--- src/rtl/ex_muldiv_unit.sv ---
`default_nettype none
// ============================================================================
// Module   : ex_muldiv_unit
// Purpose  : Multi-cycle MULT/MULTU/DIV/DIVU unit with architectural HI/LO.
// Revision : 1.0 - initial release
// ============================================================================
module ex_muldiv_unit #(
    parameter int DATA_W    = 32,
    parameter int DIV_ITERS = 32
) (
    input  logic              cpu_clk,
    input  logic              reset,
    input  logic              start,
    input  logic [5:0]        func,
    input  logic [DATA_W-1:0] dataA,
    input  logic [DATA_W-1:0] dataB,
    input  logic              mthi,
    input  logic              mtlo,
    input  logic              flush,
    output logic              busy,
    output logic              done,
    output logic              div_by_zero,
    output logic [DATA_W-1:0] hi,
    output logic [DATA_W-1:0] lo
);
    localparam int                CNT_W    = (DIV_ITERS > 1) ? $clog2(DIV_ITERS) : 1;
    localparam logic [CNT_W-1:0]  CNT_LAST = CNT_W'(DIV_ITERS - 1);
    localparam logic [DATA_W-1:0] ONE      = DATA_W'(1);
    localparam logic [5:0]        FN_MULT  = 6'b011000;
    localparam logic [5:0]        FN_MULTU = 6'b011001;
    localparam logic [5:0]        FN_DIV   = 6'b011010;
    localparam logic [5:0]        FN_DIVU  = 6'b011011;

    typedef enum logic [1:0] {
        ST_IDLE = 2'd0,
        ST_MUL  = 2'd1,
        ST_DIV  = 2'd2,
        ST_FIX  = 2'd3
    } state_t;

    state_t              state_q, state_d;
    logic                busy_q, busy_d;
    logic                done_q, done_d;
    logic                dbz_out_q, dbz_out_d;
    logic [DATA_W-1:0]   hi_q, hi_d;
    logic [DATA_W-1:0]   lo_q, lo_d;
    logic [DATA_W-1:0]   op_a_q, op_a_d;
    logic [DATA_W-1:0]   op_b_q, op_b_d;
    logic [DATA_W-1:0]   rem_q, rem_d;
    logic [2*DATA_W-1:0] prod_q, prod_d;
    logic [CNT_W-1:0]    cnt_q, cnt_d;
    logic                sgn_q, sgn_d;
    logic                is_div_q, is_div_d;
    logic                dbz_q, dbz_d;
    logic                q_neg_q, q_neg_d;
    logic                r_neg_q, r_neg_d;

    logic                w_is_mul;
    logic                w_is_div;
    logic                w_signed_div;
    logic                w_accept;
    logic [DATA_W-1:0]   w_a_abs;
    logic [DATA_W-1:0]   w_b_abs;
    logic [2*DATA_W-1:0] w_a_ext;
    logic [2*DATA_W-1:0] w_b_ext;
    logic [2*DATA_W-1:0] w_prod;
    logic [DATA_W:0]     w_rem_sh;
    logic [DATA_W:0]     w_sub;
    logic                w_ge;

    assign w_is_mul     = (func == FN_MULT) || (func == FN_MULTU);
    assign w_is_div     = (func == FN_DIV)  || (func == FN_DIVU);
    assign w_signed_div = (func == FN_DIV);
    assign w_accept     = (state_q == ST_IDLE) && start && !flush && (w_is_mul || w_is_div);
    assign w_a_abs      = (w_signed_div && dataA[DATA_W-1]) ? (~dataA + ONE) : dataA;
    assign w_b_abs      = (w_signed_div && dataB[DATA_W-1]) ? (~dataB + ONE) : dataB;

    // Sign/zero-extend to full product width; the low 2*DATA_W bits are exact either way.
    assign w_a_ext = {{DATA_W{sgn_q & op_a_q[DATA_W-1]}}, op_a_q};
    assign w_b_ext = {{DATA_W{sgn_q & op_b_q[DATA_W-1]}}, op_b_q};
    assign w_prod  = w_a_ext * w_b_ext;

    // op_a_q doubles as the dividend shifter and the quotient accumulator.
    assign w_rem_sh = {rem_q, op_a_q[DATA_W-1]};
    assign w_sub    = w_rem_sh - {1'b0, op_b_q};
    assign w_ge     = (w_rem_sh >= {1'b0, op_b_q});

    always_comb begin
        state_d   = state_q;
        done_d    = 1'b0;
        dbz_out_d = 1'b0;
        hi_d      = hi_q;
        lo_d      = lo_q;
        op_a_d    = op_a_q;
        op_b_d    = op_b_q;
        rem_d     = rem_q;
        prod_d    = prod_q;
        cnt_d     = cnt_q;
        sgn_d     = sgn_q;
        is_div_d  = is_div_q;
        dbz_d     = dbz_q;
        q_neg_d   = q_neg_q;
        r_neg_d   = r_neg_q;

        case (state_q)
            ST_IDLE: begin
                if (mthi) hi_d = dataA;
                if (mtlo) lo_d = dataA;
                if (w_accept && w_is_mul) begin
                    op_a_d   = dataA;
                    op_b_d   = dataB;
                    sgn_d    = (func == FN_MULT);
                    is_div_d = 1'b0;
                    dbz_d    = 1'b0;
                    state_d  = ST_MUL;
                end else if (w_accept) begin
                    is_div_d = 1'b1;
                    cnt_d    = '0;
                    rem_d    = '0;
                    q_neg_d  = w_signed_div & (dataA[DATA_W-1] ^ dataB[DATA_W-1]);
                    r_neg_d  = w_signed_div & dataA[DATA_W-1];
                    op_b_d   = w_b_abs;
                    if (dataB == '0) begin
                        // Raw dividend is kept so HI receives dataA unmodified.
                        op_a_d  = dataA;
                        dbz_d   = 1'b1;
                        state_d = ST_FIX;
                    end else begin
                        op_a_d  = w_a_abs;
                        dbz_d   = 1'b0;
                        state_d = ST_DIV;
                    end
                end
            end
            ST_MUL: begin
                prod_d  = w_prod;
                state_d = ST_FIX;
            end
            ST_DIV: begin
                rem_d  = w_ge ? w_sub[DATA_W-1:0] : w_rem_sh[DATA_W-1:0];
                op_a_d = {op_a_q[DATA_W-2:0], w_ge};
                cnt_d  = cnt_q + 1'b1;
                if (cnt_q == CNT_LAST) state_d = ST_FIX;
            end
            ST_FIX: begin
                if (!is_div_q) begin
                    {hi_d, lo_d} = prod_q;
                end else if (dbz_q) begin
                    lo_d = '1;
                    hi_d = op_a_q;
                end else begin
                    lo_d = q_neg_q ? (~op_a_q + ONE) : op_a_q;
                    hi_d = r_neg_q ? (~rem_q + ONE) : rem_q;
                end
                done_d    = 1'b1;
                dbz_out_d = dbz_q;
                state_d   = ST_IDLE;
            end
            default: state_d = ST_IDLE;
        endcase

        if (flush && (state_q != ST_IDLE)) begin
            state_d   = ST_IDLE;
            hi_d      = hi_q;
            lo_d      = lo_q;
            done_d    = 1'b0;
            dbz_out_d = 1'b0;
        end

        busy_d = (state_d != ST_IDLE);
    end

    always_ff @(posedge cpu_clk or negedge reset) begin
        if (!reset) begin
            state_q   <= ST_IDLE;
            busy_q    <= 1'b0;
            done_q    <= 1'b0;
            dbz_out_q <= 1'b0;
            hi_q      <= '0;
            lo_q      <= '0;
            op_a_q    <= '0;
            op_b_q    <= '0;
            rem_q     <= '0;
            prod_q    <= '0;
            cnt_q     <= '0;
            sgn_q     <= 1'b0;
            is_div_q  <= 1'b0;
            dbz_q     <= 1'b0;
            q_neg_q   <= 1'b0;
            r_neg_q   <= 1'b0;
        end else begin
            state_q   <= state_d;
            busy_q    <= busy_d;
            done_q    <= done_d;
            dbz_out_q <= dbz_out_d;
            hi_q      <= hi_d;
            lo_q      <= lo_d;
            op_a_q    <= op_a_d;
            op_b_q    <= op_b_d;
            rem_q     <= rem_d;
            prod_q    <= prod_d;
            cnt_q     <= cnt_d;
            sgn_q     <= sgn_d;
            is_div_q  <= is_div_d;
            dbz_q     <= dbz_d;
            q_neg_q   <= q_neg_d;
            r_neg_q   <= r_neg_d;
        end
    end

    assign busy        = busy_q;
    assign done        = done_q;
    assign div_by_zero = dbz_out_q;
    assign hi          = hi_q;
    assign lo          = lo_q;

endmodule
`default_nettype wire

--- config.mk ---
export PLATFORM = sky130hd
export DESIGN_NAME = ex_muldiv_unit
export DESIGN_NICKNAME = d
export VERILOG_FILES = /design/src/rtl/ex_muldiv_unit.sv
export SDC_FILE = /design/constraint.sdc
export NUM_CORES = 2
export LEC_CHECK = 0
export BUFFER_PORTS_ARGS = -buffer_cell sky130_fd_sc_hd__buf_2
export CORE_ASPECT_RATIO = 0.7
export CORE_MARGIN = 2
export CORE_UTILIZATION = 63
export DETAILED_ROUTE_END_ITERATION = 8
export PLACE_DENSITY = 0.77
export REMOVE_ABC_BUFFERS = 1
export SYNTH_ARGS = -nofsm -noshare
export SYNTH_HDL_FRONTEND = slang
export SYNTH_SLANG_ARGS = --single-unit
--- constraint.sdc ---
create_clock -name cpu_clk -period 10.35 [get_ports cpu_clk]
set_input_delay 2.07 -clock cpu_clk [delete_from_list [all_inputs] [get_ports cpu_clk]]
set_output_delay 2.07 -clock cpu_clk [all_outputs]
set_load 0.1 [all_outputs]
---- Word-level counts from Yosys, hierarchy flattened ----
Index checks and enable logic that the tools add are counted.
word-level totals
  bits in registers ....................... 239
  input port bits ......................... 76
  output and inout port bits .............. 67
  logic and storage cells ................. 113
cells by class
  add/sub/neg operators ................... 6
  multiply operators ...................... 1
  order comparisons ....................... 1
  equal/unequal tests ..................... 13
  mux-type cells .......................... 40
  bitwise gates (word level) .............. 11
  reductions and logical operators ........ 25
operator list
  kind                     count
  $mux W32                 18
  $pmux W32 S2             4
  $add A32 B1 Y32 const B  4
  $not A32 Y32             4
  $mul A33 B33 Y64         1
  $ge A33 B32 Y1           1
  $logic_not A32 Y1        1
  $sub A32 B32 Y32         1
  $eq A6 B5 Y1 const B     4
  $reduce_and A3 Y1        4
  $mux W1                  10
  $mux W5                  2
  $pmux W5 S2              1
  $reduce_bool A2 Y1       5
  $mux W2                  4
  $ne A2 B2 Y1 const B     4
  $pmux W2 S4              1
  $logic_and A1 B1 Y1      7
  $reduce_and A2 Y1        3
  $add A5 B1 Y5 const B    1
  $eq A5 B5 Y1 const B     1
  $and A1 B1 Y1            4
  $eq A2 B2 Y1 const B     2
  $logic_or A1 B1 Y1       3
  6 further kinds          7

---- Logic depth before layout (Yosys ltp) ----
  depth in word-level cells ............... 9
  depth in mapped cells ................... 32
  depth with buffers taken out ............ 28

---- Worst setup path before layout ----
OpenSTA, ideal clock, no wires.
  kind .................................... register to register
  start ................................... register sgn_q
  end ..................................... register prod_q[63]
  library setup time ...................... 126 ps
  arrival ................................. 8,236 ps
  required time ........................... 10,224 ps
  setup slack ............................. 1,988 ps
  cell stages (with the launch flop) ...... 29
  buffers on the path ..................... 3
  clock period less this slack ............ 8,362 ps
  cells stage by stage .................... dfrtp_1 clkbuf_1 and2_1 clkbuf_1 clkbuf_1 nand2_1 inv_1 fa_1 inv_1 fa_1 inv_1 fa_1 fa_1 inv_1 fa_1 fa_1 fa_1 inv_1 fa_1 ha_1 and3_1 nand3_1 or3_1 o32ai_1 a41oi_1 a311o_1 o21bai_1 nand3_1 o311a_1
on the way
  word-level cells in the longest chain between the ends .. 2
  elaborated cells between the ends (all ways) .. 3
  those cells by class .................... mul (1); bitwise (2)
ends and longest elaborated chain
  item                                     line    RTL
  from (decl)                              52      logic sgn_q, sgn_d;
  from (signal assigned)                   203     sgn_q <= sgn_d;
  $and A1 B1 Y1, on equally long branches  79, 80
  $mul A33 B33 Y64 (*)                     81      assign w_prod = w_a_ext * w_b_ext;
  to (signal assigned)                     201     prod_q <= prod_d;
  to (decl)                                50      logic [2*DATA_W-1:0] prod_q, prod_d;
Mark *: on every way between the ends. The rest lies on a longest branch, timed or not.
A chain may end at the register's enable or synchronous reset.

---- Worst setup path in the final report ----
  start ................................... register op_b_q[2]
  end ..................................... register prod_q[63]
on the way
  word-level cells in the longest chain between the ends .. 1
ends and longest elaborated chain
  item                    line  RTL
  from (decl)             48    logic [DATA_W-1:0] op_b_q, op_b_d;
  from (signal assigned)  199   op_b_q <= op_b_d;
  $mul A33 B33 Y64        81
No other way between the ends.

==> reports/results.txt <==
status -> completed
Hold Crit Depth -> 2
Clk Latency, worst-skew pair -> 0.60 ns
Least-Margin Pin Slew -> 1.21 ns
total wire length -> 167 mm
Site Rows -> 88
Final Critical Period -> 9.19 ns
Via Count -> 42,040
sum of negative setup slack -> 0 ns
FF-to-FF path depth -> 21
CTS Hold Bufs -> 0
fin crit share -> 88.8%
Pins Over Slew Limit -> 0
slew margin rel. -> 19.1%
Die Y -> 246 microns
Max Freq -> 109 MHz
number of global-route vias before repair -> 43,583
Avg WL per Cell -> 23.9 microns
Post-Synthesis Cells -> 5,946
Fin Clk Skew -> 0.0252 ns
clk buf depth -> 3
Final Setup Violations -> 0
Num CTS Buffers -> 24
Reg clk slew, reported paths -> 0.07 ns
core area -> 82,700 sq um
routed vias/inst -> 6.00
area grow syn2layout -> 4.74%
synthesized flop and latch total -> 239
Post-CTS Resized -> 0
H-tree level count -> 1
ys flop type -> dfrtp_1
gr usage total -> 40.2%
Final ANT Viol Nets -> 0
grt ovf -> 0
DP Wirelength -> 133 mm
Critical R2R Launch -> op_b_q[2]$_DFFE_PN0P_
final net count -> 7,319
final count of hold timing violations -> 0
final core occ -> 66.9%
Critical Path AT -> 9.66 ns
GPL Wtd Cong -> 1.01
RR Endpoint -> prod_q[63]$_DFFE_PN0P_
Setup CP Type -> flop to flop
Worst Hold Path EP -> hi[4]$_DFFE_PN0P_
Post-CTS Setup Bufs -> 0
max cap viols -> 0
starting density of the core -> 63.9%
global-route wire length before repair -> 258 mm
antenna violations before repair -> 9
count of different cell masters after synthesis -> 79
CTS tree -> done
ys async rst share -> 100%
drt pass-1 iters -> 6
post-synthesis sequential area ratio -> 11.3%
Worst Path Required -> 10.82 ns
Synth Cell Area -> 52,800 sq um
largest net degree at the start of global routing -> 105
RSZ-0062 raised after global routing -> no
1st-iter DRT viols -> 4,225
DRC -> 0
Sequential cell area -> 5990 sq um
min-delay worst type -> flop to flop
Hold Startpoint -> hi[4]$_DFFE_PN0P_
CP max FO -> 33
I/O pins -> 143
WHS -> 0.486 ns
chip width -> 350 microns
area of the multi-input gates -> 41,200 sq um
clock sink count -> 239
Syn Area/Cell -> 8.88 sq um
EDFF count, synth -> 0
startpoint types -> flop
Synth warnings -> 0
layout cells sized above 1 -> 6.62%
Fillers -> 6,759
Buffers on Ports -> 142
Reg2Reg Setup Slack -> 1.16 ns
Root Driver -> clkbuf_16
CP Capture Type -> flop
die area -> 86,200 sq um
==> metal layers <==
layer  share of wire [%]  wire (microns)  vias up  track usage [%]
met5               0.041              69        -                0
met4                 4.8            7980       10             15.9
met3                  14           22900      449             13.5
met2                  43           71500     2514             59.4
met1                  39           64800    21222             55.1
li1                    -               -    17845                -
==> synthesized netlist by cell type (13+ instances only) <==
master	n	share of area, %
mux2i_1	43	0.81
o21a_1	27	0.38
clkbuf_1	295	2.1
or2_2	13	0.15
mux2_2	54	1.2
and3_1	28	0.33
a21oi_1	221	2.1
nand3_1	32	0.30
nor2_1	292	2.1
or3_1	18	0.21
a211oi_1	13	0.18
fa_1	1126	43
ha_1	255	6.0
inv_1	1162	8.3
nand2_1	936	6.7
a31oi_1	39	0.46
nor2b_1	15	0.18
xor2_1	105	1.7
buf_1	56	0.40
and2_1	318	3.8
xnor2_1	110	1.8
o221ai_1	23	0.38
dfrtp_1	239	11
o21ai_0	207	2.0
o31ai_1	36	0.51
nand2b_1	13	0.15
nand4_1	23	0.27
nor3_1	40	0.38
a21o_1	57	0.81
==> flip-flops by register name, summed over array words and instances (netlist names), 2 cells and up <==
signal / flops
cnt_q: 5
hi: 32
lo: 32
op_a_q: 32
op_b_q: 32
prod_q: 64
rem_q: 32
state_q: 2
==> cells by family after synthesis <==
logic type	Yosys count	share of synthesized area (%)
adder cells (fa/ha/maj)	1381	48.7
multiplexers	97	1.97
flip-flops	239	11.3
AO/OA/AOI/OAI	719	8.42
buffers and inverters	1523	10.8
XOR/XNOR	215	3.57
AND/OR/NAND/NOR	1772	15.2
==> worst max-delay path by stage <==
stage,start,to,slack [ns],depth (start not counted)
floorplan,func[5],rem_q[11]$_DFFE_PN0P_,0.20,7
finish,op_b_q[2]$_DFFE_PN0P_,prod_q[63]$_DFFE_PN0P_,1.16,21
global route,op_b_q[10]$_DFFE_PN0P_,prod_q[62]$_DFFE_PN0P_,0.86,26
global placement,op_b_q[2]$_DFFE_PN0P_,prod_q[63]$_DFFE_PN0P_,1.51,23
CTS,op_b_q[2]$_DFFE_PN0P_,prod_q[63]$_DFFE_PN0P_,1.29,21
detailed placement,op_b_q[2]$_DFFE_PN0P_,prod_q[63]$_DFFE_PN0P_,1.35,21
==> layout by cell type, fill, tap and decap left out, types with 23 or more instances in the layout <==
| cell type | count |
|---|---|
| inv_1 | 1162 |
| fa_1 | 1126 |
| nand2_1 | 936 |
| and2_1 | 318 |
| nor2_1 | 292 |
| ha_1 | 252 |
| dfrtp_1 | 229 |
| a21oi_1 | 219 |
| o21ai_0 | 207 |
| buf_2 | 141 |
| xnor2_1 | 110 |
| xor2_1 | 105 |
| buf_4 | 102 |
| a21o_1 | 56 |
| mux2_2 | 54 |
| mux2i_1 | 43 |
| nor3_1 | 39 |
| a31oi_1 | 39 |
| o31ai_1 | 36 |
| nand3_1 | 32 |
| and3_1 | 28 |
| o21a_1 | 27 |
| clkbuf_16 | 24 |
| nand4_1 | 23 |
| o221ai_1 | 23 |
==> layout make-up <==
| type | instances | area share, % |
|---|---|---|
| multi-input cells | 4184 | 74.4 |
| flip-flops and latches | 239 | 10.8 |
| repair buffers | 247 | 2.80 |
| well taps | 1125 | 2.54 |
| inverters | 1166 | 7.91 |
| diodes | 2 | 0.00905 |
| clock inverters | 15 | 0.364 |
| clock buffers | 29 | 1.14 |
==> critical path: stages (launching register included) <==
cell and delay [ns]:
dfrtp_1 1.08, and3_1 0.31, fa_1 0.51, fa_1 0.56
fa_1 0.63, fa_1 0.60, inv_1 0.59, fa_1 0.58
fa_1 0.47, fa_1 0.52, inv_1 0.05, fa_1 0.43
ha_1 0.37, and3_1 0.25, nand3_1 0.20, or3_1 0.41
o32ai_1 0.14, a41oi_1 0.15, a311o_1 0.47, o21bai_1 0.24
nand3_1 0.13, o311a_1 0.35
==> stage by stage <==
stage / area [sq um] / cells / worst slack [ns]
3_3_place_gp: 54500 / 6961 / 1.51
3_5_place_dp: 54500 / 6961 / 1.35
6_report: 55300 / 7007 / 1.16
4_1_cts: 55300 / 7005 / 1.29
5_1_grt: 55300 / 7006 / 0.858
2_1_floorplan: 51500 / 5589 / 0.202
Power is left out: the tool's default activity adds up to more than one toggle a clock period on the data nets, which glitch-free logic cannot reach.
